[src/rtl/uart_pkg.sv]
// Shared UART definitions: launch FSM encoding and the default transmit FIFO depth.
package uart_pkg;

  localparam int UART_FIFO_DEPTH = 16;

  typedef enum bit [1:0] {
    LS_IDLE        = 2'd0,
    LS_LAUNCH      = 2'd1,
    LS_WAIT_ACTIVE = 2'd2,
    LS_WAIT_DONE   = 2'd3
  } launch_state_e;

endpackage

[src/rtl/uart_byte_fifo.sv]
// Byte FIFO with a registered fill count as the single source of full/empty,
// plus a sticky overflow flag for writes attempted while full.
module uart_byte_fifo
  import uart_pkg::*;
#(
  parameter int  DEPTH  = UART_FIFO_DEPTH,
  localparam int ADDR_W = $clog2(DEPTH),
  localparam int CNT_W  = $clog2(DEPTH + 1)
) (
  input  logic             clk,
  input  logic             rst,
  input  logic             i_push_valid,
  input  logic [7:0]       i_push_byte,
  input  logic             i_pop,
  output logic [7:0]       o_head_byte,
  output logic [CNT_W-1:0] o_count,
  output logic             o_empty,
  output logic             o_full,
  output logic             o_ready,
  output logic             o_overflow
);

  logic [7:0]        mem_q [DEPTH];
  logic [ADDR_W-1:0] wr_ptr_q, wr_ptr_d;
  logic [ADDR_W-1:0] rd_ptr_q, rd_ptr_d;
  logic [CNT_W-1:0]  count_q, count_d;
  logic              full_q, full_d;
  logic              empty_q, empty_d;
  logic              overflow_q, overflow_d;
  logic              push_ok;
  logic              pop_ok;

  // Ready is registered, so a same-cycle pop cannot rescue a write into a full FIFO.
  assign push_ok = i_push_valid && !full_q;
  assign pop_ok  = i_pop && !empty_q;

  always_comb begin
    wr_ptr_d   = wr_ptr_q;
    rd_ptr_d   = rd_ptr_q;
    count_d    = count_q;
    overflow_d = overflow_q;
    if (push_ok) begin
      wr_ptr_d = wr_ptr_q + 1'b1;
    end
    if (pop_ok) begin
      rd_ptr_d = rd_ptr_q + 1'b1;
    end
    if (push_ok && !pop_ok) begin
      count_d = count_q + CNT_W'(1);
    end else if (pop_ok && !push_ok) begin
      count_d = count_q - CNT_W'(1);
    end
    if (i_push_valid && full_q) begin
      overflow_d = 1'b1;
    end
    full_d  = (count_d == CNT_W'(DEPTH));
    empty_d = (count_d == '0);
  end

  always_ff @(posedge clk) begin
    if (rst) begin
      wr_ptr_q   <= '0;
      rd_ptr_q   <= '0;
      count_q    <= '0;
      full_q     <= 1'b0;
      empty_q    <= 1'b1;
      overflow_q <= 1'b0;
    end else begin
      wr_ptr_q   <= wr_ptr_d;
      rd_ptr_q   <= rd_ptr_d;
      count_q    <= count_d;
      full_q     <= full_d;
      empty_q    <= empty_d;
      overflow_q <= overflow_d;
    end
  end

  always_ff @(posedge clk) begin
    if (push_ok) begin
      mem_q[wr_ptr_q] <= i_push_byte;
    end
  end

  assign o_head_byte = mem_q[rd_ptr_q];
  assign o_count     = count_q;
  assign o_empty     = empty_q;
  assign o_full      = full_q;
  assign o_ready     = !full_q;
  assign o_overflow  = overflow_q;

endmodule

[src/rtl/uart_tx_fifo.sv]
// Transmit front end: buffers host bytes and launches one byte at a time,
// only once the transmitter reports neither active nor done.
module uart_tx_fifo
  import uart_pkg::*;
#(
  parameter int  DEPTH = UART_FIFO_DEPTH,
  localparam int CNT_W = $clog2(DEPTH + 1)
) (
  input  logic             clk,
  input  logic             rst,
  input  logic             i_Wr_Valid,
  input  logic [7:0]       i_Wr_Byte,
  output logic             o_Wr_Ready,
  output logic             o_TX_Data_Valid,
  output logic [7:0]       o_TX_Byte,
  input  logic             i_TX_Active,
  input  logic             i_TX_Done,
  output logic [CNT_W-1:0] o_Count,
  output logic             o_Empty,
  output logic             o_Full,
  output logic             o_Overflow
);

  launch_state_e state_q, state_d;
  logic [7:0]    tx_byte_q, tx_byte_d;
  logic [7:0]    head_byte;
  logic          pop;
  logic          fifo_empty;

  uart_byte_fifo #(
    .DEPTH (DEPTH)
  ) u_fifo (
    .clk          (clk),
    .rst          (rst),
    .i_push_valid (i_Wr_Valid),
    .i_push_byte  (i_Wr_Byte),
    .i_pop        (pop),
    .o_head_byte  (head_byte),
    .o_count      (o_Count),
    .o_empty      (fifo_empty),
    .o_full       (o_Full),
    .o_ready      (o_Wr_Ready),
    .o_overflow   (o_Overflow)
  );

  // Done is checked as well as Active: Done outlasts Active by two cycles, and
  // after a reset a frame from before may still be finishing on the line.
  always_comb begin
    state_d   = state_q;
    tx_byte_d = tx_byte_q;
    pop       = 1'b0;
    case (state_q)
      LS_IDLE: begin
        if (!fifo_empty && !i_TX_Active && !i_TX_Done) begin
          tx_byte_d = head_byte;
          pop       = 1'b1;
          state_d   = LS_LAUNCH;
        end
      end
      LS_LAUNCH: begin
        state_d = LS_WAIT_ACTIVE;
      end
      LS_WAIT_ACTIVE: begin
        if (i_TX_Active) begin
          state_d = LS_WAIT_DONE;
        end
      end
      LS_WAIT_DONE: begin
        if (i_TX_Done) begin
          state_d = LS_IDLE;
        end
      end
      default: begin
        state_d = LS_IDLE;
      end
    endcase
  end

  always_ff @(posedge clk) begin
    if (rst) begin
      state_q   <= LS_IDLE;
      tx_byte_q <= 8'h00;
    end else begin
      state_q   <= state_d;
      tx_byte_q <= tx_byte_d;
    end
  end

  assign o_TX_Data_Valid = (state_q == LS_LAUNCH);
  assign o_TX_Byte       = tx_byte_q;
  assign o_Empty         = fifo_empty;

endmodule
[config.mk]
export PLATFORM = sky130hd
export DESIGN_NAME = uart_tx_fifo
export DESIGN_NICKNAME = d
export VERILOG_FILES = /design/src/rtl/uart_pkg.sv /design/src/rtl/uart_byte_fifo.sv /design/src/rtl/uart_tx_fifo.sv
export SDC_FILE = /design/constraint.sdc
export NUM_CORES = 1
export LEC_CHECK = 0
export ABC_AREA = 1
export CORE_MARGIN = 1
export CORE_UTILIZATION = 50
export DETAILED_ROUTE_END_ITERATION = 8
export GPL_TIMING_DRIVEN = 0
export PLACE_DENSITY = 0.67
export SLEW_MARGIN = 25
export SYNTH_ARGS = -nofsm -noshare
export SYNTH_HDL_FRONTEND = slang
export SYNTH_HIERARCHICAL = 1
export SYNTH_SLANG_ARGS = --single-unit
[constraint.sdc]
create_clock -name clk -period 4.3 [get_ports clk]
set_input_delay 1.075 -clock clk [delete_from_list [all_inputs] [get_ports clk]]
set_output_delay 1.075 -clock clk [all_outputs]
set_load 0.02 [all_outputs]
==> impl_results.md, run 1 <==
* Routed WL at about 15 mm
* Final cycle utilization of the critical path at between 60% and 70%
* Fin. Hold Viols at 0
* Antenna violations before repair at 0
* Die width at around 120 um
* RePlAce Congestion at 0.872
* Slew Viols, Final at 0
* First-pass GRT wire length at ~22 mm
* Syn nets at 610
* Final Cell Area at between 0.007 and 0.008 sq mm
* Synth Area in Simple Gates at 15.0%
* Cts hold-fix bufs at 0
* Yosys reg bits at around 160
* Die ar. at 0.0135 sq mm
* Num rows at 41
* Main synth FF type: edfxtp_1
* CP peak stage delay at around 0.68 ns
* WP data arrival at between 2 and 3 ns
* Inserted Clock Buffers at 17
* Maximum vdd drop at 0.333 mV
* Initial DRC Count at around 380
* Clock buffer depth at 2
* GR Overflow Total at 0
* Fillers at 1040
* Max stage delay cell, worst path: nor2_1
* Core area at between 0.01 and 0.015 sq mm
* Sw frac at a little under a quarter
* Nets at approximately 660
* Layout area overhead at 17.0%
* Clock latency on the worst-skew pair at ~0.43 ns
* Min cycle time layout at about 2.7 ns
* Outcome: complete, no violations
* Residual DRC at 0
* Main combinational cell family by area after synthesis: simple AND/OR/NAND/NOR gates
* H-tree depth at 4
* Buffers added on ports at 29
* Vias at around 4500
* Synth Area in Adders at ~2.1%
* Final setup vio count at 0
* # IOs at 31
* Number of synthesized flops with an enable pin at 128
* GRT Total Usage at between 20% and 30%
* Area share of xor/xnor cells in the synthesized design at 0%
* CTS sink count at approximately 160
* Placed wire-length estimate at approximately 10 mm
* Syn_area_per_cell at between 10 and 15 sq um
* Height of the die at ~120 um
* Vias in the first global route at between 4000 and 5000
* Fmax at around 370 MHz
* Async S/R FF share, synth at 0%
* Worst clock skew at between 0.005 and 0.006 ns
* ANT cells at 0
* Drt via density at around 5.5
* Placed cell areas at 0.00705 sq mm
* Drt pass-1 iters at 5
* Final ANT Viol Nets at 0
* Post-CTS Setup Inserts at 0
* Clock transition at the registers of the reported paths at ~0.06 ns
* Library cells used by synthesis at 32
* Worst-path fanout max at 8
* Logic gate share of total power at between 10% and 20%
* Min-delay worst type: reg -> reg
* Leak at ~2.6 nW
* CP Capture Type: flip-flop
* Fraction of layout cells with a size suffix above 1 at under 10%
* CTS-repair resized insts at 0
* Worst endpoint required time at approximately 4.4 ns
* CP Cell Sequence: clkdlybuf4s50_1 > inv_2 > nor2_4 > nand2_1 > nor2_1
* Crit Path Category: in -> reg
* Wire per inst at about 18 um
* Sum Neg Setup Slack at 0 ns
* Switching Power at roughly 0.85 mW
* Max_slew headroom at 42.6%
* Sequential fraction of design power at a little under half
* Mapped Cells at between 500 and 600
* Clock Power Share at about two fifths
* Synth Area in Compound Gates at between 10% and 20%
* Seq/Total Area, Yosys at 67.9%
* Power density over the cells at 475 mW/mm^2
* Pin count of the biggest net entering global routing at 17
* Max_cap viols at 0
* RSZ-0062 raised after global routing: no
* Critical Path Source Type: input pin
* CTS tree: built
* Starting Density at between 50% and 60%
* Slew @ Worst Pin at ~0.86 ns
* Design Power at 3.64 mW
* Pint at 2.79 mW
* Mux cell area share after synthesis at 0%
* Root Driver: clkbuf_16
* Ys Warns at 6
* Synth Cell Area at between 0.006 and 0.007 sq mm
==> layer usage <==
layer	vias to the layer above	part of all wire (%)	GRT usage, %
met4	0	3.5	11.8
met5	-	0	0
met1	2174	42	30.8
met3	36	7.8	6.80
met2	151	47	36.6
li1	2144	-	-
==> sequential cells by signal (all words and copies together) (netlist names), named ones only <==
name               flops
u_fifo/mem_q         128
o_TX_Byte              8
u_fifo/o_count         5
u_fifo/rd_ptr_q        4
u_fifo/wr_ptr_q        4
state_q                2
u_fifo/o_empty         1
u_fifo/o_full          1
u_fifo/o_overflow      1
==> path summary, 6_finish.rpt <==
path	cells past startpoint	end	slack (ns)	start
setup / recovery	5	u_fifo/mem_q[13][4]	1.59	i_Wr_Valid
hold / removal	2	o_TX_Byte[7]	0.47	o_TX_Byte[7]
setup reg to reg	13	u_fifo/o_empty	2.35	state_q[0]
hold reg to reg	2	o_TX_Byte[7]	0.47	o_TX_Byte[7]
==> cell families after synthesis <==
logic type / Yosys count
adder cells (fa/ha/maj): 11
AO/OA/AOI/OAI: 130
buffers and inverters: 56
flip-flops: 158
AND/OR/NAND/NOR: 231
==> cell usage in the layout (no fill, tap or decap), types with 2 or more instances in the layout <==
master           netlist  layout
buf_4                  3       3
bufinv_16              0       4
edfxtp_1             128     128
nand2_2                4       4
nand2_1               70      70
inv_1                 23      23
nand2_4                3       3
clkbuf_16              0      17
o21ai_1               13      13
nor2_2                 4       4
buf_2                  7       7
a21oi_1               19      19
dfxtp_1               30      30
clkdlybuf4s50_1        0      29
ha_1                  11      11
o211ai_1              32      32
inv_2                  4       4
clkinv_2               0       5
clkbuf_1              13      16
clkinv_4               1       2
clkinvlp_4             0       2
nor3_1                 2       2
nand3b_1               2       2
o21ai_0               65      65
nand3_1               14      14
nor2_1               127     127
==> power by group through the flow <==
stage	Combinational [mW]	Sequential [mW]	Clock [mW]
2_1_floorplan	0.233	1.76	0
3_3_place_gp	0.375	1.75	0
3_5_place_dp	0.384	1.75	0
4_1_cts	0.386	1.72	1.55
5_1_grt	0.435	1.73	1.60
6_report	0.387	1.72	1.53
==> final cells by class <==
type | instances | area [sq um] | share of cell area [%]
tap | 172 | 215 | 2.81
buffer | 26 | 126 | 1.65
sequential | 158 | 4440 | 58.1
inverter | 30 | 120 | 1.57
clock inverter | 12 | 169 | 2.21
clock buffer | 20 | 437 | 5.71
multi-input combinational | 372 | 1850 | 24.2
timing repair buffer | 29 | 290 | 3.79
==> per-stage QoR <==
stage	utilization, %	hold WS, ns	worst slack [ns]	cells
finish	60.4	0.471	1.59	819
CTS	60.4	0.473	1.58	819
global placement	55.6	0.455	1.19	787
floorplan	-	0.455	2.05	586
detailed placement	55.6	0.458	1.14	787
global route	60.4	0.504	1.50	819
==> synth_stat cells, types with 2 or more instances <==
| cell | number | area, sq um |
|---|---|---|
| edfxtp_1 | 128 | 3840 |
| nor2_1 | 127 | 477 |
| nand2_1 | 70 | 263 |
| o21ai_0 | 65 | 325 |
| o211ai_1 | 32 | 240 |
| dfxtp_1 | 30 | 601 |
| inv_1 | 23 | 86.3 |
| a21oi_1 | 19 | 95.1 |
| nand3_1 | 14 | 70.1 |
| clkbuf_1 | 13 | 48.8 |
| o21ai_1 | 13 | 65.1 |
| ha_1 | 11 | 138 |
| buf_2 | 7 | 35.0 |
| inv_2 | 4 | 15.0 |
| nand2_2 | 4 | 25.0 |
| nor2_2 | 4 | 25.0 |
| buf_4 | 3 | 22.5 |
| nand2_4 | 3 | 33.8 |
| nand3b_1 | 2 | 15.0 |
| nor3_1 | 2 | 10.0 |
==> critical path, delay by kind of cell <==
family	cells	cell delay, ns
buffers and inverters	2	0.61
AND/OR/NAND/NOR	3	1.06
Note: power is estimated with default switching activity, not from simulation.
==> run 2, diff against run 1 <==
==> constraint.sdc (replaced) <==
create_clock -name clk -period 2.5 [get_ports clk]
set_input_delay 0.625 -clock clk [delete_from_list [all_inputs] [get_ports clk]]
set_output_delay 0.625 -clock clk [all_outputs]
set_load 0.02 [all_outputs]
==> results of run 2 <==
Same layout as run 1 (identical final DEF). Status: complete, no violations.
Main changes from that run: setup slack after placement 1.14 ns -> -0.211 ns; setup slack after layout 1.59 ns -> 0.240 ns; register-to-register setup slack 2.35 ns -> 0.55 ns; total power 3.64 mW -> 6.25 mW; worst IR drop on VDD 0.333 mV -> 0.572 mV
==> run 3, diff against run 2 <==
--- a/config.mk
+++ b/config.mk
@@ -9,8 +9,9 @@
 export CORE_MARGIN = 1
 export CORE_UTILIZATION = 50
 export DETAILED_ROUTE_END_ITERATION = 8
-export GPL_TIMING_DRIVEN = 0
+export GPL_TIMING_DRIVEN = 1
 export PLACE_DENSITY = 0.67
+export RECOVER_POWER = 50
 export SLEW_MARGIN = 25
 export SYNTH_ARGS = -nofsm -noshare
 export SYNTH_HDL_FRONTEND = slang
==> impl_results.md, run 3 (synthesis gave the netlist of run 1 again) <==
* GRT Total Usage at 21.5% (was 23.7%)
* Routed WL at 13.6 mm (was 15.1 mm)
* Max_cap viols at 0 (unchanged)
* Largest reg by FF count: u_fifo/mem_q (unchanged)
* Final setup vio count at 0 (unchanged)
* # IOs at 31 (unchanged)
* Crit Path Category: reg -> out (was in -> reg)
* Delay-heaviest family, CP: buffers and inverters (was simple AND/OR/NAND/NOR gates)
* Slew Viols, Final at 0 (unchanged)
* Fin. Hold Viols at 0 (unchanged)
* Power density over the cells at 797 mW/mm^2 (was 817 mW/mm^2)
* Clock Power Share at 41.1% (was 42.0%)
* Final ANT Viol Nets at 0 (unchanged)
* GR Overflow Total at 0 (unchanged)
* Design Power at 6.13 mW (was 6.25 mW)
* CP Cell Sequence: clkdlybuf4s50_1 (was clkdlybuf4s50_1 > inv_2 > nor2_4 > nand2_1 > nor2_1)
* RePlAce Congestion at 0.837 (was 0.872)
* Initial DRC Count at 288 (was 378)
* Sum Neg Setup Slack at 0 ns (unchanged)
* Leak at 2.67 nW (was 2.63 nW)
* Min cycle time layout at 2.26 ns (about the same)
* Num rows at 41 (unchanged)
* WP data arrival at 1.63 ns (was 2.31 ns)
* Hold Startpoint: o_TX_Byte[7] (unchanged)
* CTS sink count at 158 (unchanged)
* Inserted Clock Buffers at 17 (unchanged)
* Worst clock skew at 0.00737 ns (was 0.00542 ns)
* Max stage delay cell, worst path: clkdlybuf4s50_1 (was nor2_1)
* Nets at 655 (was 658)
* Fmax at 443 MHz (about the same)
* Core area at 0.0127 sq mm (unchanged)
* Vias in the first global route at 4031 (was 4118)
* Slew @ Worst Pin at 0.643 ns (was 0.858 ns)
* Pin count of the biggest net entering global routing at 65 (was 17)
* Critical Path Source Type: flip-flop (was input pin)
* Fillers at 1022 (was 1040)
* Drt via density at 5.39 (was 5.50)
* Root Driver: clkbuf_16 (unchanged)
* Worst-path fanout max at 4 (was 8)
* CTS tree: built (unchanged)
* Buffers added on ports at 30 (was 29)
* Clock latency on the worst-skew pair at 0.41 ns (was 0.43 ns)
* Outcome: complete, no violations (unchanged)
* Switching Power at 1.44 mW (was 1.46 mW)
* Residual DRC at 0 (unchanged)
* Pint at 4.69 mW (was 4.80 mW)
* Height of the die at 116 um (unchanged)
* Worst endpoint required time at 1.88 ns (was 2.55 ns)
* Die width at 116 um (unchanged)
* Sequential fraction of design power at 48.3% (was 47.3%)
* WHS at 0.467 ns (was 0.471 ns)
* H-tree depth at 4 (unchanged)
* Min-delay worst type: reg -> reg (unchanged)
* CP peak stage delay at 0.68 ns (about the same)
* Antenna violations before repair at 0 (unchanged)
* Logic gate share of total power at 10.5% (was 10.6%)
* CTS-repair resized insts at 0 (unchanged)
* Cts hold-fix bufs at 0 (unchanged)
* Max FFs per register at 128 (unchanged)
* Drt pass-1 iters at 4 (was 5)
* Post-CTS Setup Inserts at 0 (unchanged)
* Layout area overhead at 17.5% (was 17.0%)
* WP buf/inv at 1 (was 2)
* Die ar. at 0.0135 sq mm (unchanged)
* Wire per inst at 16.7 um (was 18.4 um)
* Starting Density at 51.6% (unchanged)
* CP Capture Type: output port (was flip-flop)
* Critical path origin: u_fifo/o_empty (was i_Wr_Valid)
* Final cycle utilization of the critical path at 90.3% (was 90.4%)
* Fraction of layout cells with a size suffix above 1 at 10.9% (was 9.58%)
* ANT cells at 0 (unchanged)
* Max_slew headroom at 57.0% (was 42.6%)
* Maximum vdd drop at 0.437 mV (was 0.572 mV)
* Placed wire-length estimate at 8.76 mm (was 10.3 mm)
* Vias at 4399 (was 4505)
* Most frequent cells in the layout: nor2_1 (128), edfxtp_1 (128), nand2_1 (71) (was edfxtp_1 (128), nor2_1 (127), nand2_1 (70))
* First-pass GRT wire length at 21.1 mm (was 22.3 mm)
* Clock transition at the registers of the reported paths at 0.06 ns (about the same)
* RSZ-0062 raised after global routing: no (unchanged)
* Clock buffer depth at 2 (unchanged)
* Sw frac at 23.5% (was 23.3%)
## run 3: cell count changes in the layout (fill, tap and decap cells not counted), sizes merged
cell,before,now
clkbuf,34,25
clkdlybuf4s50,29,20
buf,12,18
dlygate4sd3,0,10
bufinv,4,2
inv,28,29
## run 3: final timing paths
kind | to | slack [ns] | cells after the start
worst max register to register | o_TX_Byte[1] | 0.34 | 10
worst min register to register | o_TX_Byte[7] | 0.47 | 2
worst max-delay path | o_Empty | 0.24 | 1
worst min-delay path | o_TX_Byte[7] | 0.47 | 2
## run 3: worst reg2reg max path, delay by kind of cell (launching register included)
kind | cells | cell delay (ns)
buf+inv | 2 | 0.78
flops | 1 | 0.34
compound gates | 3 | 0.38
simple gates | 5 | 0.58
## run 3: cell type report
class                           count  area, sq um  share of cell area, %
Multi-Input combinational cell    372         1840                   24.0
Clock inverter                     11          115                   1.50
Sequential cell                   158         4450                   57.8
Clock buffer                       21          472                   6.14
Inverter                           30          120                   1.56
Timing Repair Buffer               52          477                   6.20
Tap cell                          172          215                   2.80
## run 3: metal layers
layer | track usage, % | share of wire [%] | vias to the layer above | wire, um
li1 | - | - | 2131 | -
met1 | 29.1 | 45 | 2129 | 6080
met2 | 33.1 | 49 | 121 | 6600
met3 | 5.14 | 4.7 | 18 | 641
met4 | 9.40 | 2.1 | 0 | 281
met5 | 0 | 0 | - | 0
## run 3: metrics by stage
stage / instance area (sq um) / setup WS [ns] / std cells / util (%)
after floorplan: 6540 / 0.698 / 586 / -
after global placement: 7140 / 0.131 / 784 / 56.3
after detailed placement: 7140 / 0.0709 / 784 / 56.3
after CTS: 7720 / 0.206 / 816 / 61.0
after global routing: 7690 / 0.165 / 816 / 60.7
final: 7690 / 0.242 / 816 / 60.7
## run 3: power groups by stage
stage / clock, mW / combinational, mW / sequential (mW)
2_1_floorplan: 0 / 0.401 / 3.03
3_3_place_gp: 0 / 0.627 / 3.01
3_5_place_dp: 0 / 0.653 / 3.02
4_1_cts: 2.56 / 0.657 / 2.96
5_1_grt: 2.66 / 0.720 / 2.97
6_report: 2.52 / 0.645 / 2.96
